[config.mk]
export PLATFORM = sky130hd
export DESIGN_NAME = e1_tx_line_driver
export DESIGN_NICKNAME = d
export VERILOG_FILES = /design/src/rtl/e1_pkg.sv /design/src/rtl/e1_tx_bit_timer.sv /design/src/rtl/e1_tx_line_driver.sv
export SDC_FILE = /design/constraint.sdc
export NUM_CORES = 1
export LEC_CHECK = 0
export BUFFER_PORTS_ARGS = -buffer_cell sky130_fd_sc_hd__buf_2
export CAP_MARGIN = 20
export CORE_AREA = 2 2 39 41
export DETAILED_ROUTE_END_ITERATION = 8
export DIE_AREA = 0 0 41 43
export SLEW_MARGIN = 20
export SYNTH_ARGS = -nofsm -noshare
export SYNTH_HDL_FRONTEND = slang
export SYNTH_SLANG_ARGS = --single-unit
[constraint.sdc]
create_clock -name clk -period 1.7 [get_ports clk]
set_input_delay 0.085 -clock clk [delete_from_list [all_inputs] [get_ports clk]]
set_output_delay 0.085 -clock clk [all_outputs]
set_load 0.02 [all_outputs]
[src/rtl/e1_pkg.sv]
`default_nettype none
// ============================================================================
// Package  : e1_pkg
// Purpose  : Constants and the 2-bit bipolar symbol encoding shared by the
//            E1 TX line driver and the HDB3 encoder/decoder.
// Contents : E1_CLK_DIV_DEFAULT    - system clocks per E1 bit (30.72 MHz / 15)
//            E1_TX_PULSE_W_DEFAULT - clocks a mark pulse is driven (~50% RZ)
//            sym_t                 - SPACE / MARK_POS / MARK_NEG / ILLEGAL
//            e1_sym_encode()       - {lo,hi} pair to sym_t
// Revision : 1.0 - initial release
// ============================================================================
package e1_pkg;

  localparam int E1_CLK_DIV_DEFAULT    = 15;
  localparam int E1_TX_PULSE_W_DEFAULT = 7;

  // Bit 0 carries the positive rail, bit 1 the negative rail, so the
  // encoding is simply {lo, hi}; both rails set is a coding violation.
  typedef enum logic [1:0] {
    SPACE    = 2'b00,
    MARK_POS = 2'b01,
    MARK_NEG = 2'b10,
    ILLEGAL  = 2'b11
  } sym_t;

  function automatic sym_t e1_sym_encode(input logic hi, input logic lo);
    return sym_t'({lo, hi});
  endfunction

endpackage : e1_pkg
`default_nettype wire

[src/rtl/e1_tx_bit_timer.sv]
`default_nettype none
// ============================================================================
// Module   : e1_tx_bit_timer
// Purpose  : Down-counting bit-period timer. tick is high for the single
//            cycle in which the counter is zero; the counter then reloads.
// Macro    : E1_TX_TRIM_EN - adds trim_slow/trim_fast, which lengthen or
//            shorten one following bit period by one clock.
// Ports    : clk, rst          - system clock, sync active-high reset
//            trim_slow/fast    - (E1_TX_TRIM_EN) one-clock trim requests
//            tick              - bit-slot tick, combinational from cnt
// Revision : 1.0 - initial release
// ============================================================================
module e1_tx_bit_timer #(
  parameter int DIV = 15
) (
  input  logic clk,
  input  logic rst,
`ifdef E1_TX_TRIM_EN
  input  logic trim_slow,
  input  logic trim_fast,
`endif
  output logic tick
);

`ifdef E1_TX_TRIM_EN
  // A slow trim reloads DIV itself, so one extra bit of headroom is needed.
  localparam int CW = $clog2(DIV + 1);
`else
  localparam int CW = $clog2(DIV);
`endif

  logic [CW-1:0] cnt;
  logic [CW-1:0] reload;

  assign tick = (cnt == '0);

`ifdef E1_TX_TRIM_EN
  logic slow_pend;
  logic fast_pend;

  always_comb begin
    reload = CW'(DIV - 1);
    if (slow_pend && !fast_pend) begin
      reload = CW'(DIV);
    end else if (fast_pend && !slow_pend) begin
      reload = CW'(DIV - 2);
    end
  end

  // On a tick the pending flags are consumed; a trim pulse landing on that
  // same cycle becomes the new pending request for the following tick.
  always_ff @(posedge clk) begin
    if (rst) begin
      slow_pend <= 1'b0;
      fast_pend <= 1'b0;
    end else if (tick) begin
      slow_pend <= trim_slow;
      fast_pend <= trim_fast;
    end else begin
      slow_pend <= slow_pend | trim_slow;
      fast_pend <= fast_pend | trim_fast;
    end
  end
`else
  assign reload = CW'(DIV - 1);
`endif

  always_ff @(posedge clk) begin
    if (rst) begin
      cnt <= CW'(DIV - 1);
    end else if (tick) begin
      cnt <= reload;
    end else begin
      cnt <= cnt - 1'b1;
    end
  end

endmodule : e1_tx_bit_timer
`default_nettype wire

[src/rtl/e1_tx_line_driver.sv]
`default_nettype none
// ============================================================================
// Module   : e1_tx_line_driver
// Purpose  : E1 transmit line driver. Accepts one bipolar symbol per bit
//            slot from the HDB3 encoder and drives RZ mark pulses of
//            PULSE_W clocks onto the positive/negative pad rails.
// Macro    : E1_TX_TRIM_EN - exposes trim_slow/trim_fast to slave the bit
//            period to a recovered RX clock.
// Ports    : clk, rst            - system clock, sync active-high reset
//            in_hi/in_lo/in_valid - symbol from encoder (hi=+, lo=-)
//            in_ready            - accept strobe, high only on bit tick
//            pad_hi/pad_lo       - registered RZ pulses to pad drivers
//            bit_stb             - one-cycle strobe at start of each bit
//            underrun            - one-cycle strobe, bit slot had no symbol
//            trim_slow/trim_fast - (E1_TX_TRIM_EN) period trim requests
// Revision : 1.0 - initial release
// ============================================================================
module e1_tx_line_driver
  import e1_pkg::*;
#(
  parameter int DIV     = E1_CLK_DIV_DEFAULT,
  parameter int PULSE_W = E1_TX_PULSE_W_DEFAULT
) (
  input  logic clk,
  input  logic rst,
  input  logic in_hi,
  input  logic in_lo,
  input  logic in_valid,
  output logic in_ready,
  output logic pad_hi,
  output logic pad_lo,
  output logic bit_stb,
  output logic underrun
`ifdef E1_TX_TRIM_EN
  ,
  input  logic trim_slow,
  input  logic trim_fast
`endif
);

  localparam int PW = $clog2(PULSE_W + 1);

  logic          tick;
  sym_t          sym;
  logic          launch_pos;
  logic          launch_neg;
  logic [PW-1:0] pulse_cnt;

  e1_tx_bit_timer #(
    .DIV (DIV)
  ) u_bit_timer (
    .clk       (clk),
    .rst       (rst),
`ifdef E1_TX_TRIM_EN
    .trim_slow (trim_slow),
    .trim_fast (trim_fast),
`endif
    .tick      (tick)
  );

  // Ready is purely the slot tick; it must never look at in_valid.
  assign in_ready = tick;

  // ILLEGAL (both rails) falls through both compares and goes out as space.
  assign sym        = e1_sym_encode(in_hi, in_lo);
  assign launch_pos = in_valid && (sym == MARK_POS);
  assign launch_neg = in_valid && (sym == MARK_NEG);

  // The load cycle plus PULSE_W-1 counted cycles gives PULSE_W clocks high.
  always_ff @(posedge clk) begin
    if (rst) begin
      pad_hi    <= 1'b0;
      pad_lo    <= 1'b0;
      bit_stb   <= 1'b0;
      underrun  <= 1'b0;
      pulse_cnt <= '0;
    end else if (tick) begin
      bit_stb   <= 1'b1;
      underrun  <= ~in_valid;
      pad_hi    <= launch_pos;
      pad_lo    <= launch_neg;
      pulse_cnt <= (launch_pos || launch_neg) ? PW'(PULSE_W - 1) : '0;
    end else begin
      bit_stb  <= 1'b0;
      underrun <= 1'b0;
      if (pulse_cnt != '0) begin
        pulse_cnt <= pulse_cnt - 1'b1;
      end else begin
        pad_hi <= 1'b0;
        pad_lo <= 1'b0;
      end
    end
  end

endmodule : e1_tx_line_driver
`default_nettype wire

==> flow_results.org <==
** CTS
- Buffer levels on the longest clock path :: 2
- Clock slew seen by the registers of the worst setup and hold paths :: roughly 0.06 ns
- The tree built by TritonCTS fans out to 11 sinks.
- Buffer cell driving the clock tree root :: clkbuf_4
- The number of clock buffers added by TritonCTS is 3.
- In this run the number of H-tree levels came out at 1.
- Clock latency of the later-clocked register in the worst-skew pair :: between 0.2 and 0.3 ns
- Clock tree from TritonCTS :: done
- Hold buffer count at cts :: 0
- Number of buffers inserted by post-CTS setup repair :: 0

** Logic synthesis
- The synthesized netlist occupies a cell area of 474.2 sq um.
- dfxtp_1 takes more of the synthesized area than any other cell.
- Post-synth top area share :: 46.44%
- During synthesis, Yosys emitted a total of 0 warnings.
- Count of cell types in the netlist :: 21
- By area the synthesized netlist is led by dfxtp_1 (46%), ha_1 (7.9%), nand2b_1 (4.0%).
- Synthesis handed over a netlist of 50 instances.
- Avg Synthesized Cell Area :: ~9.5 sq um
- Fraction of the yosys area taken by sequential cells :: 46.44%
- Flop and latch count out of synthesis :: 11
- Post-synth net total :: 58

** Setup path
- The critical path goes through inv_1, ha_2, or3b_4, clkinv_2, buf_2.
- Data required time at the worst endpoint :: 1.62 ns
- Kind of cell adding the most delay to the critical path :: simple AND/OR/NAND/NOR gates
- The critical path contains buffers and inverters numbering 3 combined.
- Slowest library cell on the worst path :: or3b_4
- Biggest fanout along the worst timing path :: 5
- Worst R2R Path Depth :: 5
- On the worst path, the slowest cell contributes a delay of 0.42 ns.
- Worst flop-to-flop path endpoint :: pulse_cnt[2]
- Reg2Reg Launch Point :: u_bit_timer.cnt[0]
- Worst setup path category :: flip-flop to output port
- Setup slack on the worst reg-to-reg path comes out at 0.23 ns.
- The worst setup path is launched from a flip-flop.
- Data on the critical path arrives at its endpoint at 1.52 ns.
- Endpoint type of the worst setup path :: output port

** Timing
- Headroom to the max-slew limit came out at 72.01%.
- For this run, the top clock speed supported by timing is 623.8 MHz.
- Summed over all failing endpoints, the final setup total negative slack is 0 ns.
- Setup slack on the critical path of the routed design comes to 0.09703 ns.
- The smallest clock period supported by the final layout is computed as 1.603 ns.
- The number of slew-limit violations in the final report was 0.
- Setup violators final :: 0
- Fin Clk Skew :: 0.003309 ns
- Tightest Pin Transition :: 0.4140 ns
- The number of hold-slack violations in the final timing report is 0.
- Setup repair after global routing missed its margin :: no
- After layout, the worst path uses 94.29% of the clock period.

** Floorplan
- Vertical die dimension :: 43 um
- 10 I/O pins were placed.
- Chip Width :: approximately 41 um
- The die covers 1763 sq um.
- Num rows :: 14
- For this configuration, the core starts out at a cell density of between 30% and 40%.
- The total area inside the core boundary comes to 1384 sq um.

** Global routing
- Across every metal layer, demand over resource in global routing totals 12.74%.
- First-pass GRT wire length :: 1490 um
- Maximum number of pins on one net before global-route repair :: 9
- After global routing the overflow that remains totals 0.
- The number of antenna violations at the first check in global routing is 0.
- Via count of the first global-routing pass :: 361

** Route
- Dividing the detail-routed via count by the number of cells gives 4.646.
- After detailed routing, the average wire length per cell comes to 10.78 um.
- Routed vias :: 367
- Wires add up to 852 um.
- For this run, design rule violations remaining after detail routing come to 0.
- The count of nets left with antenna violations once routing finished came out at 0.
- In this run, the number of DRC markers left after iteration 0 of detailed routing was 4.
- Detailed-routing iteration count for the pre-antenna-repair pass :: 4

** Power
- Static Leak :: 0.2514 nW
- For this design the ratio of total power to cell area is 1287 nW/um^2.
- Sum of internal, switching and leakage power :: between 0.7 and 0.8 mW
- Max IR drop VDD :: 405.3 uV

** Final layout
- After routing the design area is 568.0 sq um.
- Share of cells above drive strength 1 :: 26.98%
- Antenna diode instance count :: 0
- Number of fill cells in the layout :: roughly 150
- After the last flow step, the layout net total stands at 72.
- Layout overhead on the synthesized area :: 19.79%

** Worst hold path
- The worst hold path terminates at underrun.
- Number of cells traversed by the worst hold path :: 2
- In this run the worst hold path is classified as primary input to flip-flop.
- In this run the most critical hold path is launched from in_valid.

** Place
- Placed Area :: 539.3 sq um
- Global placer's final weighted congestion :: 0.7171
- Total of buffers placed on input and output ports :: 9
- DPL Wire Length :: ~650 um
- Worst setup slack after placement :: 0.2419 ns

** Run
- Max cap viols :: 0

** Outcome
- Outcome :: completed
timing repair:
| action | CTS | global route |
|---|---|---|
| hold endpoints to repair | 0 | 0 |
| gates resized for setup | 0 | 1 |
| endpoints found under the setup margin | 0 | 1 |
worst max-delay path by stage:
| stage | start | endpoint | slack [ns] | cells after the start |
|---|---|---|---|---|
| final | u_bit_timer.cnt[0] | in_ready | 0.1 | 5 |
| after global routing | u_bit_timer.cnt[0] | in_ready | 0.006 | 5 |
| after CTS | u_bit_timer.cnt[0] | in_ready | 0.08 | 5 |
| after detailed placement | u_bit_timer.cnt[0] | pulse_cnt[2] | 0.24 | 5 |
| after floorplan | u_bit_timer.cnt[0] | pad_hi | 0.34 | 6 |
| after global placement | u_bit_timer.cnt[0] | pulse_cnt[2] | 0.29 | 5 |
layer usage:
metal  up-vias  GRT usage, %  wire length, um
met1       163         16.78              423
li1        196             -                -
met4         0         8.000                5
met2         6         16.88              392
met3         2         4.712               30
met5         -             0                0
logic make-up after synthesis:
group | synth area share (%)
DFF | 46.44
AOI/OAI and AO/OA | 7.124
adders and majority gates | 7.916
and+or+nand+nor | 24.28
muxes | 4.485
buffers and inverters | 4.220
xor gates and xnor gates | 5.542
metrics by stage:
stage	util [%]	hold WS [ns]	instances
2_1_floorplan	-	0.1541	50
3_3_place_gp	38.97	0.3109	75
3_5_place_dp	38.97	0.3144	75
4_1_cts	40.87	0.02764	79
5_1_grt	41.05	0.04003	79
6_report	41.05	0.04148	79
power breakdown:
part,internal [mW],switching [mW],total (mW)
clock network,0.0906,0.0776,0.168
logic,0.117,0.117,0.234
registers,0.302,0.0268,0.329
synth_stat cells, drive strengths merged:
master  instances
mux2            1
inv             4
xnor2           2
clkinv          1
a31o            1
nand3           3
nand2b          3
nor4b           1
dfxtp          11
nand2           2
o21ai           3
nand4b          2
nor2            5
nor3            2
xor2            1
mux2i           1
ha              3
or2b            1
or3b            1
a21oi           2
worst register-to-register path, cell delays in order (launching register included):
cell and delay [ns]:
dfxtp_1 0.33, inv_1 0.07, ha_2 0.21, or3b_4 0.42
or2b_1 0.23, o21ai_0 0.10
layout by cell type, fill, tap and decap left out, drive strengths merged:
cell	n
dfxtp	11
buf	9
nor2	5
inv	4
clkbuf	4
nand2b	3
nand3	3
o21ai	3
ha	3
xnor2	2
nand4b	2
a21oi	2
nor3	2
nand2	2
or3b	1
clkinv	1
or2b	1
mux2	1
xor2	1
nor4b	1
mux2i	1
a31o	1
state kept, by name, indices dropped and copies added, names as in the netlist:
register / count
bit_stb: 1
pulse_cnt: 3
underrun: 1
pad_lo: 1
pad_hi: 1
u_bit_timer.cnt: 4
layout make-up:
type / count / area (sq um) / area share [%]
Clock buffer: 4 / 26.28 / 4.626
Inverter: 5 / 20.02 / 3.524
Multi-Input combinational cell: 34 / 236.5 / 41.63
Sequential cell: 11 / 220.2 / 38.77
Tap cell: 16 / 20.02 / 3.524
Timing Repair Buffer: 9 / 45.04 / 7.930
Power figures use the tool's default switching activity.
